$ cat src/rtl/fifo_pkg.sv
// Shared definitions for the FIFO word packer: FSM state encoding and
// default widths for the FIFO word and the completed-pair counter.
package fifo_pkg;

  localparam int DEF_BITS  = 12;
  localparam int DEF_CNT_W = 8;

  typedef enum logic [2:0] {
    IDLE    = 3'd0,
    RD_LO   = 3'd1,
    CAP_LO  = 3'd2,
    WAIT_HI = 3'd3,
    RD_HI   = 3'd4,
    CAP_HI  = 3'd5,
    OUT     = 3'd6
  } state_t;

endpackage

$ cat src/rtl/word_parity.sv
// Even-parity generator over a word of configurable width (XOR of all bits).
// Only present in builds with PACKER_PARITY_EN defined.
`ifdef PACKER_PARITY_EN
module word_parity #(
  parameter int W = 24
) (
  input  logic [W-1:0] data,
  output logic         parity
);

  assign parity = ^data;

endmodule
`endif

$ cat src/rtl/fifo_word_packer.sv
// Reads two consecutive words from an upstream FIFO and presents them as one
// packed pair {second, first} with a valid/ready handshake. Counts accepted
// pairs and keeps a sticky copy of the upstream overflow flag.
// Optional feature: define PACKER_PARITY_EN to add out_parity, the even
// parity of out_data, registered together with out_data.
module fifo_word_packer
  import fifo_pkg::*;
#(
  parameter int BITS  = DEF_BITS,
  parameter int CNT_W = DEF_CNT_W
) (
  input  logic              clk,
  input  logic              rst,
  input  logic              fifo_ready,
  input  logic [BITS-1:0]   fifo_data,
  input  logic              fifo_overflow,
  output logic              fifo_read,
  output logic [2*BITS-1:0] out_data,
  output logic              out_valid,
  input  logic              out_ready,
  output logic [CNT_W-1:0]  pair_cnt,
`ifdef PACKER_PARITY_EN
  output logic              out_parity,
`endif
  output logic              ovf_sticky
);

  state_t            state;
  logic [BITS-1:0]   lo_word;
  logic [2*BITS-1:0] pair_next;

  // The FIFO returns data one cycle after the strobe, so the capture states
  // sample fifo_data directly; the high word is combined with the stored
  // low word only when the pair is handed to the output register.
  assign pair_next = {fifo_data, lo_word};

`ifdef PACKER_PARITY_EN
  logic pair_par;

  word_parity #(.W(2*BITS)) u_parity (
    .data   (pair_next),
    .parity (pair_par)
  );
`endif

  // Pair sequencer: strobes are issued on entry to the read states so a read
  // only ever follows a cycle in which fifo_ready was sampled high.
  always_ff @(posedge clk) begin
    if (rst) begin
      state     <= IDLE;
      fifo_read <= 1'b0;
      out_valid <= 1'b0;
      out_data  <= '0;
      lo_word   <= '0;
      pair_cnt  <= '0;
`ifdef PACKER_PARITY_EN
      out_parity <= 1'b0;
`endif
    end else begin
      fifo_read <= 1'b0;
      case (state)
        IDLE: begin
          if (fifo_ready) begin
            state     <= RD_LO;
            fifo_read <= 1'b1;
          end
        end
        RD_LO: state <= CAP_LO;
        CAP_LO: begin
          lo_word <= fifo_data;
          if (fifo_ready) begin
            state     <= RD_HI;
            fifo_read <= 1'b1;
          end else begin
            state <= WAIT_HI;
          end
        end
        WAIT_HI: begin
          if (fifo_ready) begin
            state     <= RD_HI;
            fifo_read <= 1'b1;
          end
        end
        RD_HI: state <= CAP_HI;
        CAP_HI: begin
          // out_data is only ever written here, so it holds its last pair
          // through OUT and afterwards until the next pair completes.
          out_data  <= pair_next;
          out_valid <= 1'b1;
`ifdef PACKER_PARITY_EN
          out_parity <= pair_par;
`endif
          state <= OUT;
        end
        OUT: begin
          if (out_ready) begin
            out_valid <= 1'b0;
            pair_cnt  <= pair_cnt + CNT_W'(1);
            state     <= IDLE;
          end
        end
        default: state <= IDLE;
      endcase
    end
  end

  // Overflow flag: set the cycle after any overflow pulse, cleared only by reset.
  always_ff @(posedge clk) begin
    if (rst) begin
      ovf_sticky <= 1'b0;
    end else if (fifo_overflow) begin
      ovf_sticky <= 1'b1;
    end
  end

endmodule

$ cat config.mk
export PLATFORM = sky130hd
export DESIGN_NAME = fifo_word_packer
export DESIGN_NICKNAME = d
export VERILOG_FILES = /design/src/rtl/fifo_pkg.sv /design/src/rtl/word_parity.sv /design/src/rtl/fifo_word_packer.sv
export SDC_FILE = /design/constraint.sdc
export NUM_CORES = 1
export LEC_CHECK = 0
export ABC_AREA = 1
export ABC_CLOCK_PERIOD_IN_PS = 2060
export CORE_MARGIN = 5
export CORE_UTILIZATION = 35
export DETAILED_ROUTE_END_ITERATION = 12
export GPL_TIMING_DRIVEN = 0
export PLACE_DENSITY = 0.61
export SETUP_SLACK_MARGIN = 0.5
export SLEW_MARGIN = 15
export SYNTH_ARGS = -nofsm -noshare
export SYNTH_HDL_FRONTEND = slang
export SYNTH_SLANG_ARGS = --single-unit
$ cat constraint.sdc
create_clock -name clk -period 2.06 [get_ports clk]
set_input_delay 0.515 -clock clk [delete_from_list [all_inputs] [get_ports clk]]
set_output_delay 0.515 -clock clk [all_outputs]
set_load 0.02 [all_outputs]
==> results.md <==
- Max incr delay on CP: approximately 0.39 ns
- Syn Area/Cell: slightly below 8 sq um
- Clk Latency, worst-skew pair: 0.30 ns
- First-pass GRT wire length: just under 8 mm
- Asr flop ratio synth: 0%
- Core ar.: about 5500 sq um
- Nets: 329
- Largest family of logic cells by synthesized area: simple AND/OR/NAND/NOR gates
- Max Cap Viol: 0
- GPL Wtd Cong: between 0.7 and 0.8
- Sequential Power Share: 57.5%
- Clk slew on worst S/H paths: around 0.09 ns
- Final setup margin: between 0.5 and 0.6 ns
- Slew Viols, Final: 0
- Logic pwr share: around 9.0%
- Top FF cell, synth: dfxtp_1
- Clock Path Buffers: 2
- FF+latch count, synth: 50
- I/O Pins: 52
- Top-count cell post-synth: nand2_1
- Compound-Gate Fraction of Synth Area: about an eighth
- Placed inst area: about 2500 sq um
- Num CTS Buffers: 5
- Pre-CTS WS: around 0.24 ns
- Tot Pwr: around 0.0017 W
- CP arrival: a little over 1 ns
- Switching Fraction: 25.5%
- Multi-input gate area: ~840 sq um
- Clock skew: 0.00605 ns
- Number of antenna diodes: 0
- GRT Overall Usage: a little over an eighth
- Root buffer selected by CTS: clkbuf_8
- Pwr Density: ~670 nW/um^2
- # hold bufs at CTS: 0
- Final setup TNS: 0 ns
- Syn Nets: around 270
- Die Height: between 80 and 90 microns
- Synth Area in XOR/XNOR: 0%
- Min cycle time layout: around 1.5 ns
- Slew headroom: approximately 68%
- Worst-path fanout max: 6
- Critical path buffers and inverters: 1
- Share of the clock period used by the worst path: approximately 75%
- Worst-case vdd ir drop: ~0.30 mV
- DR WL/cell: roughly 12 microns
- Post-synthesis simple-gate area fraction: between 20 and 30%
- Top area cells in the synthesized netlist: dfxtp_1, nand2_1, a21oi_1
- Critical Path End Type: primary output
- Design Area, Final: around 2600 sq um
- Worst path cell trace: dlygate4sd2_1
- Post-detail-place hpwl: approximately 3.6 mm
- Initial antenna violation count: 0
- Critical Path Start Type: register
- Commonest cells in the synthesized netlist: nand2_1, dfxtp_1, a21oi_1
- Grt ovf: 0
- Clock Sinks: 50
- DR vias: between 1.5k and 2k
- Crit Path Class: register to primary output
- Status: completed
- Worst min path class: register to register
- Syn Inst Count: roughly 250
- Setup violators final: 0
- Post-synthesis mux area share: 0%
- Final Hold Fails: 0
- Synth warn: 0
- Vias in the first global route: 1659
- Post-synthesis adder-cell area fraction: 0.640%
- # port buffers: 50
- Final wirelength: between 4 and 5 mm
- Internal Power: approximately 0.0013 W
- WP data required: roughly 1.5 ns
- Die ar.: around 7000 sq um
- RSZ-0062 raised after global routing: yes
- Drc violations: 0
- Filler cells: a little under 600
- Area growth syn-to-layout: 32.0%
- Row Count: 27
- Routed Antenna Nets: 0
- Syn Std Cell Area: between 1500 and 2000 sq um
- Top-area cell type share of the netlist area: between 50% and 60%
- Crit-path slowest cell: dfxtp_2
- Net Sw Power: 0.000443 W
- Drt pass-1 iters: 4
- Hold slack: between 0.4 and 0.5 ns
- Least-Margin Pin Slew: around 0.48 ns
- Vias/cell: around 4.7
- CTS tree: yes
- Lkg Pwr: 1.02 nW
- F_max: approximately 0.65 GHz
- Initial Utilization: between 30% and 40%
- Yosys cell types: 19
- CTS H-tree lvls: 2
- Largest net degree at the start of global routing: 18
- Largest delay share family, worst path: flip-flops
- Post-synth EDFFs: 0
- Initial drt markers: 69
- Clk pwr share: 33.5%
- FF+latch area: 1000 sq um
- Top cell type by total area after synthesis: dfxtp_1
- Die width: between 80 and 90 microns
- Share of cells above drive strength 1: 9.94%
- Sequential fraction of the synthesis area: approximately 51%
## routing by layer
metal | track usage, % | vias up | wire, microns
met5 | 0 | - | 0
met1 | 15.9 | 812 | 2050
li1 | - | 956 | -
met3 | 4.42 | 4 | 280
met4 | 3.74 | 0 | 37
met2 | 22.4 | 33 | 2290
## registers in the layout, summed over array words and instances, names as in the netlist
signal,count
state,3
lo_word,12
out_valid,1
ovf_sticky,1
out_data,24
fifo_read,1
pair_cnt,8
## through the flow
stage,utilization [%],instances
after CTS,47.6,384
after floorplan,-,254
after detailed placement,46.5,376
final,47.2,384
after global routing,47.2,384
after global placement,46.5,376
## layout by cell type, fill, tap and decap left out, types with 2 or more instances in the layout
cell	instances
nor3_1	2
a21oi_1	44
dlygate4sd2_1	28
clkbuf_2	6
nor2_1	15
nand2_1	61
dfxtp_1	49
clkbuf_8	5
nor2_4	3
inv_1	12
clkbuf_1	6
nand3_1	43
buf_2	6
clkdlybuf4s50_1	15
buf_4	3
## power groups by stage
stage	logic, W	clock network (W)	registers, W
5_1_grt	0.000175	0.000650	0.00100
2_1_floorplan	0.0000876	0	0.00102
3_5_place_dp	0.000161	0	0.00102
6_report	0.000157	0.000582	0.000998
4_1_cts	0.000159	0.000605	0.000998
3_3_place_gp	0.000161	0	0.00102
## final timing paths
kind	startpoint	end	slack, ns	cells past startpoint
max	pair_cnt[2]	pair_cnt[2]	0.52	1
min	out_data[5]	out_data[5]	0.46	2
max reg2reg	state[0]	out_data[18]	0.70	6
min reg2reg	out_data[5]	out_data[5]	0.46	2
## what timing repair did
| action | in CTS | in global routing |
|---|---|---|
| buffers inserted | 0 | 0 |
| gates cloned | 0 | 0 |
| gates resized for setup | 40 | 10 |
| setup endpoints to repair | 35 | 9 |
## logic make-up (layout without fill, tap and decap cells)
kind of cell    count (synthesis)  count (layout)
flops                          50              50
fa+ha+maj                       1               1
simple gates                  128             128
buf+inv                        28              86
compound gates                 47              47
## final cells by class
| class | count | area share [%] |
|---|---|---|
| clock buffer | 5 | 2.67 |
| inverter | 13 | 1.89 |
| multi-input combinational | 176 | 32.4 |
| buffer | 15 | 2.91 |
| clock inverter | 3 | 0.969 |
| timing repair buffer | 50 | 16.9 |
| sequential | 50 | 38.8 |
| tap | 72 | 3.49 |
Power figures use the tool's default switching activity.
